`src/rtl/nios_system_mutex_bank_if.sv`:
```
// Avalon-MM slave bundle for the mutex bank: word address, strobes, write/read data and the level irq.
// The master side drives the strobes and the slave side returns combinational read data and irq.
interface nios_system_mutex_bank_if #(
    parameter int ADDR_W = 3
);
    logic [ADDR_W-1:0] address;
    logic              chipselect;
    logic              read;
    logic              write;
    logic [31:0]       data_from_cpu;
    logic [31:0]       data_to_cpu;
    logic              irq;

    modport master (
        output address, chipselect, read, write, data_from_cpu,
        input  data_to_cpu, irq
    );

    modport slave (
        input  address, chipselect, read, write, data_from_cpu,
        output data_to_cpu, irq
    );
endinterface

```
`src/rtl/nios_system_mutex_bank.sv`:
```
// Bank of owner/value hardware mutexes with sticky reset flags, optional lease timeout and release irq.
// Zero-latency combinational reads, writes take effect on the next edge; the slave never stalls.
module nios_system_mutex_bank #(
    parameter int NUM_MUTEX    = 4,
    parameter int ADDR_W       = 3,
    parameter int LEASE_W      = 16,
    parameter int LEASE_CYCLES = 0
) (
    input  logic                    clk,
    input  logic                    reset,
    nios_system_mutex_bank_if.slave bus
);
    localparam logic [LEASE_W-1:0] LEASE_INIT = LEASE_W'(LEASE_CYCLES);
    localparam logic [LEASE_W-1:0] LEASE_ONE  = LEASE_W'(1);
    localparam bit                 LEASE_EN   = (LEASE_CYCLES != 0);

    logic [15:0]          r_value [NUM_MUTEX];
    logic [15:0]          r_owner [NUM_MUTEX];
    logic [LEASE_W-1:0]   r_lease [NUM_MUTEX];
    logic [NUM_MUTEX-1:0] r_rel_pend;
    logic [NUM_MUTEX-1:0] r_expired;
    logic [NUM_MUTEX-1:0] r_irq_en;
    logic [NUM_MUTEX-1:0] r_rst_flag;

    logic [ADDR_W-1:0]    w_idx;
    logic                 w_wr_cycle;
    logic [15:0]          w_wr_owner;
    logic [15:0]          w_wr_value;
    logic [NUM_MUTEX-1:0] w_sel;
    logic [NUM_MUTEX-1:0] w_accept;
    logic [NUM_MUTEX-1:0] w_lock;
    logic [NUM_MUTEX-1:0] w_release;
    logic [NUM_MUTEX-1:0] w_expire;
    logic [NUM_MUTEX-1:0] w_status_wr;
    logic [31:0]          w_rdata;
    logic                 w_unused;

    assign w_idx      = bus.address >> 1;
    assign w_wr_cycle = bus.chipselect & bus.write;
    assign w_wr_owner = bus.data_from_cpu[31:16];
    assign w_wr_value = bus.data_from_cpu[15:0];
    assign w_unused   = bus.read;

    // Indices at or above NUM_MUTEX never match any w_sel bit, so they read 0 and ignore writes.
    always_comb begin
        w_sel       = '0;
        w_accept    = '0;
        w_lock      = '0;
        w_release   = '0;
        w_expire    = '0;
        w_status_wr = '0;
        for (int i = 0; i < NUM_MUTEX; i++) begin
            w_sel[i]       = (w_idx == ADDR_W'(i));
            w_accept[i]    = w_sel[i] & w_wr_cycle & ~bus.address[0] &
                             ((r_value[i] == 16'd0) | (r_owner[i] == w_wr_owner));
            w_lock[i]      = w_accept[i] & (w_wr_value != 16'd0);
            w_release[i]   = w_accept[i] & (w_wr_value == 16'd0) & (r_value[i] != 16'd0);
            w_expire[i]    = LEASE_EN & (r_value[i] != 16'd0) & (r_lease[i] == LEASE_ONE) &
                             ~w_accept[i];
            w_status_wr[i] = w_sel[i] & w_wr_cycle & bus.address[0];
        end
    end

    always_ff @(posedge clk) begin
        for (int i = 0; i < NUM_MUTEX; i++) begin
            if (reset) begin
                r_value[i]    <= '0;
                r_owner[i]    <= '0;
                r_lease[i]    <= '0;
                r_rel_pend[i] <= 1'b0;
                r_expired[i]  <= 1'b0;
                r_irq_en[i]   <= 1'b0;
                r_rst_flag[i] <= 1'b1;
            end else begin
                if (w_accept[i]) begin
                    r_owner[i] <= w_wr_owner;
                    r_value[i] <= w_wr_value;
                    if (w_lock[i]) begin
                        r_lease[i] <= LEASE_INIT;
                    end else if (w_release[i]) begin
                        r_lease[i] <= '0;
                    end
                end else if (w_expire[i]) begin
                    r_value[i] <= '0;
                    r_owner[i] <= '0;
                    r_lease[i] <= '0;
                end else if (LEASE_EN && r_value[i] != 16'd0 && r_lease[i] > LEASE_ONE) begin
                    r_lease[i] <= r_lease[i] - LEASE_ONE;
                end

                // Hardware events take priority over a same-cycle write-one-to-clear.
                if (w_release[i] | w_expire[i]) begin
                    r_rel_pend[i] <= 1'b1;
                end else if (w_status_wr[i] & bus.data_from_cpu[1]) begin
                    r_rel_pend[i] <= 1'b0;
                end

                if (w_expire[i]) begin
                    r_expired[i] <= 1'b1;
                end else if (w_status_wr[i] & bus.data_from_cpu[3]) begin
                    r_expired[i] <= 1'b0;
                end

                if (w_status_wr[i]) begin
                    r_irq_en[i] <= bus.data_from_cpu[2];
                end

                if (w_status_wr[i] & bus.data_from_cpu[0]) begin
                    r_rst_flag[i] <= 1'b0;
                end
            end
        end
    end

    always_comb begin
        w_rdata = '0;
        for (int i = 0; i < NUM_MUTEX; i++) begin
            if (w_sel[i]) begin
                w_rdata = bus.address[0] ?
                          {16'(r_lease[i]), 12'd0, r_expired[i], r_irq_en[i], r_rel_pend[i], r_rst_flag[i]} :
                          {r_owner[i], r_value[i]};
            end
        end
    end

    assign bus.data_to_cpu = w_rdata;
    assign bus.irq         = |(r_rel_pend & r_irq_en);
endmodule

```
`src/flat_wrapper.sv`:
```
// flat-port wrapper written by rule: the top's interface ports become plain ports
module nios_system_mutex_bank_flat 
#(
    parameter int NUM_MUTEX    = 4,
    parameter int ADDR_W       = 3,
    parameter int LEASE_W      = 16,
    parameter int LEASE_CYCLES = 0
)
  (clk, reset, bus_address, bus_chipselect, bus_read, bus_write, bus_data_from_cpu, bus_data_to_cpu, bus_irq);
  nios_system_mutex_bank_if #(.ADDR_W(ADDR_W)) bus_i ();
  input  logic clk;
  input  logic reset;
  input wire logic [$bits(bus_i.address)-1:0] bus_address;
  input wire logic [$bits(bus_i.chipselect)-1:0] bus_chipselect;
  input wire logic [$bits(bus_i.read)-1:0] bus_read;
  input wire logic [$bits(bus_i.write)-1:0] bus_write;
  input wire logic [$bits(bus_i.data_from_cpu)-1:0] bus_data_from_cpu;
  output wire logic [$bits(bus_i.data_to_cpu)-1:0] bus_data_to_cpu;
  output wire logic [$bits(bus_i.irq)-1:0] bus_irq;
  assign bus_i.address = bus_address;
  assign bus_i.chipselect = bus_chipselect;
  assign bus_i.read = bus_read;
  assign bus_i.write = bus_write;
  assign bus_i.data_from_cpu = bus_data_from_cpu;
  assign bus_data_to_cpu = bus_i.data_to_cpu;
  assign bus_irq = bus_i.irq;
  nios_system_mutex_bank #(.NUM_MUTEX(NUM_MUTEX), .ADDR_W(ADDR_W), .LEASE_W(LEASE_W), .LEASE_CYCLES(LEASE_CYCLES)) u_core (.clk(clk), .reset(reset), .bus(bus_i));
endmodule
```
`config.mk`:
```
export PLATFORM = sky130hd
export DESIGN_NAME = nios_system_mutex_bank_flat
export DESIGN_NICKNAME = d
export VERILOG_FILES = /design/src/rtl/nios_system_mutex_bank_if.sv /design/src/rtl/nios_system_mutex_bank.sv /design/src/flat_wrapper.sv
export SDC_FILE = /design/constraint.sdc
export NUM_CORES = 1
export LEC_CHECK = 0
export ABC_CLOCK_PERIOD_IN_PS = 5500
export CORE_MARGIN = 2
export CORE_UTILIZATION = 59
export CTS_CLUSTER_DIAMETER = 200
export DETAILED_ROUTE_END_ITERATION = 8
export PLACE_DENSITY = 0.81
export SLEW_MARGIN = 0
export SYNTH_ARGS = -nofsm -noshare
export SYNTH_HDL_FRONTEND = slang
export SYNTH_SLANG_ARGS = --single-unit
```
`constraint.sdc`:
```
create_clock -name clk -period 5.5 [get_ports clk]
set_input_delay 1.1 -clock clk [delete_from_list [all_inputs] [get_ports clk]]
set_output_delay 1.1 -clock clk [all_outputs]
set_load 0.02 [all_outputs]
```
==> impl_metrics.json <==
{
  "run_status": "finished clean",
  "vdd_drop_max_mv": 0.165,
  "synth_cells": 604,
  "hold_viol_final": 0,
  "antenna_found_initial": 0,
  "drt_pass1_iterations": 5,
  "critPathSlowestCell": "buf_2",
  "track_usage": 0.310,
  "clk_path_buf_depth": 2,
  "grt_setup_unrepaired": "false",
  "hold_path.class": "flip-flop to flip-flop",
  "p_clk_frac": 0.429,
  "core_um2": 13900,
  "grt_max_degree": 44,
  "critPathMaxStageDelay_ps": 860,
  "synthTopCellsByArea": "edfxtp_1 46%, a211oi_2 17%, mux4_2 9.4%",
  "finalSetupTns_ps": 0,
  "setup.worst_path.class": "input port to output pin",
  "dp_hpwl_mm": 13.9,
  "grt_pass1_vias": 5960,
  "power.total_mw": 2.61,
  "power.density_nw_per_um2": 270,
  "fin_crit_sh": 0.836,
  "power_switching_share": 0.232,
  "min_period_ps": 4600,
  "layout.nets": 686,
  "worstHoldPathCells": 1,
  "drt_iter0_markers": 728,
  "portBuffers": 71,
  "place_congestion": 0.865,
  "min_from": "u_core.r_rst_flag[1]",
  "slew_viol_final": 0,
  "clk_latency_ps": 430,
  "use_met3": 0.0710,
  "cp_max_fo": 36,
  "antenna_cells": 0,
  "cap_violations": 0,
  "met2_usage": 0.500,
  "htree_levels": 4,
  "busiest_layer": "met2",
  "synthTopCellsByCount": "128 x edfxtp_1, 113 x a211oi_2, 64 x xor2_1, 36 x inv_1, 35 x mux4_2",
  "num_io_pins": 73,
  "root_buffer": "clkbuf_16",
  "drcViolationCount": 0,
  "cts_tree": "done",
  "grt_pass1_wl_mm": 34.1,
  "tightest_slew_ps": 1170,
  "synth-edff-count": 128,
  "syn_nets": 644,
  "place_inst": 807,
  "cp.arrival_ps": 3500,
  "path_clk_slew_ps": 60,
  "drive_gt1_frac": 0.323,
  "ys_ff_latch": 140,
  "wl_per_cell_um": 26.6,
  "setup_viol": 0,
  "synth_top_area_cell": "edfxtp_1",
  "vias": 5822,
  "path_cells": "buf_2, buf_4, mux4_2, nor2b_1, clkdlybuf4s50_1",
  "crit_path_start_kind": "input port",
  "synthFlopType": "edfxtp_1",
  "ys_warn_count": 0,
  "fp.dieH_um": 123,
  "hold_end": "u_core.r_rst_flag[1]",
  "die_w_um": 123,
  "comb_power_share": 0.106,
  "stdcell_count": 837,
  "synth_top_area_frac": 0.457,
  "gr-total-overflow": 0,
  "fmax_ghz": 0.217,
  "end_kind": "output pin",
  "worstReg2RegStart": "u_core.r_owner[3][2]",
  "maxSlewHeadroom": 0.223,
  "die_area_um2": 15200,
  "r2r-end": "u_core.r_value[1][21]",
  "cts_hold_buf": 0,
  "start_util": 0.604,
  "met1_usage": 0.399,
  "numCtsBuffers": 17,
  "clkSinkCount": 140,
  "rows": 43,
  "yosysSeqAreaShare": 0.485,
  "nFillCells": 928,
  "synthArstFlopShare": 0,
  "r2r_cells": 5,
  "avgSynthCellArea_um2": 13.9,
  "areaGrowthSynthToFinish_pct": 15.1,
  "crit_required_ps": 4400,
  "power.net_switching_uw": 606,
  "synth.most_common_cell": "edfxtp_1",
  "yosysUniqueCellTypes": 40,
  "clock_skew_ps": 6.49,
  "cts-resized-gates": 0,
  "mappedNetlistArea_um2": 8420,
  "p_int_mw": 2.01,
  "viasPerCell": 6.96,
  "fin_util": 0.696,
  "p_leak_nw": 3.06,
  "wl_mm": 22.3,
  "r2r_setup_slack_ps": 2840,
  "p_seq_frac": 0.465,
  "ant_nets": 0,
  "cts_setup_buffers": 0
}
[power by group through the flow]
stage / sequential, mW / clock [mW] / combinational [mW]
global placement: 1.23 / 0 / 0.270
floorplan: 1.23 / 0 / 0.172
global route: 1.22 / 1.17 / 0.292
detailed placement: 1.24 / 0 / 0.273
finish: 1.22 / 1.12 / 0.277
CTS: 1.21 / 1.11 / 0.275
[final cells by class]
| cell class | count | area (µm²) | share of cell area |
|---|---|---|---|
| clock buffer | 19 | 433 | 0.0447 |
| clock inverter | 11 | 128 | 0.0132 |
| inverter | 36 | 135 | 0.0139 |
| multi-input combinational | 361 | 3830 | 0.395 |
| sequential | 140 | 4080 | 0.421 |
| tap | 180 | 225 | 0.0232 |
| timing repair buffer | 90 | 856 | 0.0883 |
[placed cells by master, fill, tap and decap left out, types with 2 or more instances in the layout]
master	synthesis	routed
a211o_1	3	3
a211oi_1	15	15
a211oi_2	113	113
a21o_1	3	3
a22oi_1	2	2
buf_2	20	2
buf_4	1	18
bufinv_16	0	3
clkbuf_1	22	2
clkbuf_16	0	17
clkdlybuf4s50_1	0	69
clkinv_1	0	4
clkinv_2	0	3
dfxtp_1	12	12
edfxtp_1	128	128
inv_1	36	36
mux2_2	3	3
mux2i_1	3	3
mux4_2	35	35
nand2_1	9	9
nand2b_1	2	2
nand4_1	7	7
nand4_2	4	4
nor2_1	4	4
nor2b_1	31	31
nor3b_1	2	2
nor4_1	31	31
nor4_2	5	5
o21ai_0	4	4
o21ai_1	4	4
o21bai_2	0	3
or3_1	3	3
xor2_1	64	64
[worst max-delay path, delay by kind of cell]
| family | cells | cell delay, ps |
|---|---|---|
| simple gates | 1 | 150 |
| mux | 1 | 520 |
| buf+inv | 3 | 1720 |
[per-stage QoR]
stage / setup WS, ps / instance area (µm²) / hold slack, ps
2_1_floorplan: 566 / 8420 / 421
3_3_place_gp: 883 / 9130 / 435
3_5_place_dp: 869 / 9130 / 450
4_1_cts: 866 / 9690 / 463
5_1_grt: 723 / 9690 / 485
6_report: 900 / 9690 / 459
[kinds of logic after synthesis]
logic type,after synthesis,share of synthesized area
xor gates and xnor gates,64,0.0666
muxes,41,0.101
buffers and inverters,103,0.0636
AOI/OAI and AO/OA,151,0.200
and+or+nand+nor,105,0.0835
DFF,140,0.485
[worst max-delay path by stage]
| stage | end | cells after the start | start | slack (ps) |
|---|---|---|---|---|
| 6_report | bus_data_to_cpu[29] | 5 | bus_address[1] | 900 |
| 3_5_place_dp | bus_data_to_cpu[13] | 5 | bus_address[1] | 870 |
| 3_3_place_gp | bus_data_to_cpu[29] | 5 | bus_address[1] | 880 |
| 2_1_floorplan | u_core.r_owner[3][0] | 5 | bus_data_from_cpu[28] | 570 |
| 4_1_cts | bus_data_to_cpu[29] | 5 | bus_address[1] | 870 |
| 5_1_grt | bus_data_to_cpu[29] | 5 | bus_address[1] | 720 |
[flip-flops by register name, summed over array words and instances (netlist names)]
register,flops
u_core.r_rst_flag,4
u_core.r_irq_en,4
u_core.r_owner,64
u_core.r_rel_pend,4
u_core.r_value,64
[layer usage]
metal	wire, µm	part of all wire	vias to the layer above
met5	0	0	-
met4	785	0.035	0
met3	1930	0.087	71
met2	11000	0.50	362
met1	8530	0.38	2936
li1	-	-	2453
Power figures use the tool's default switching activity.
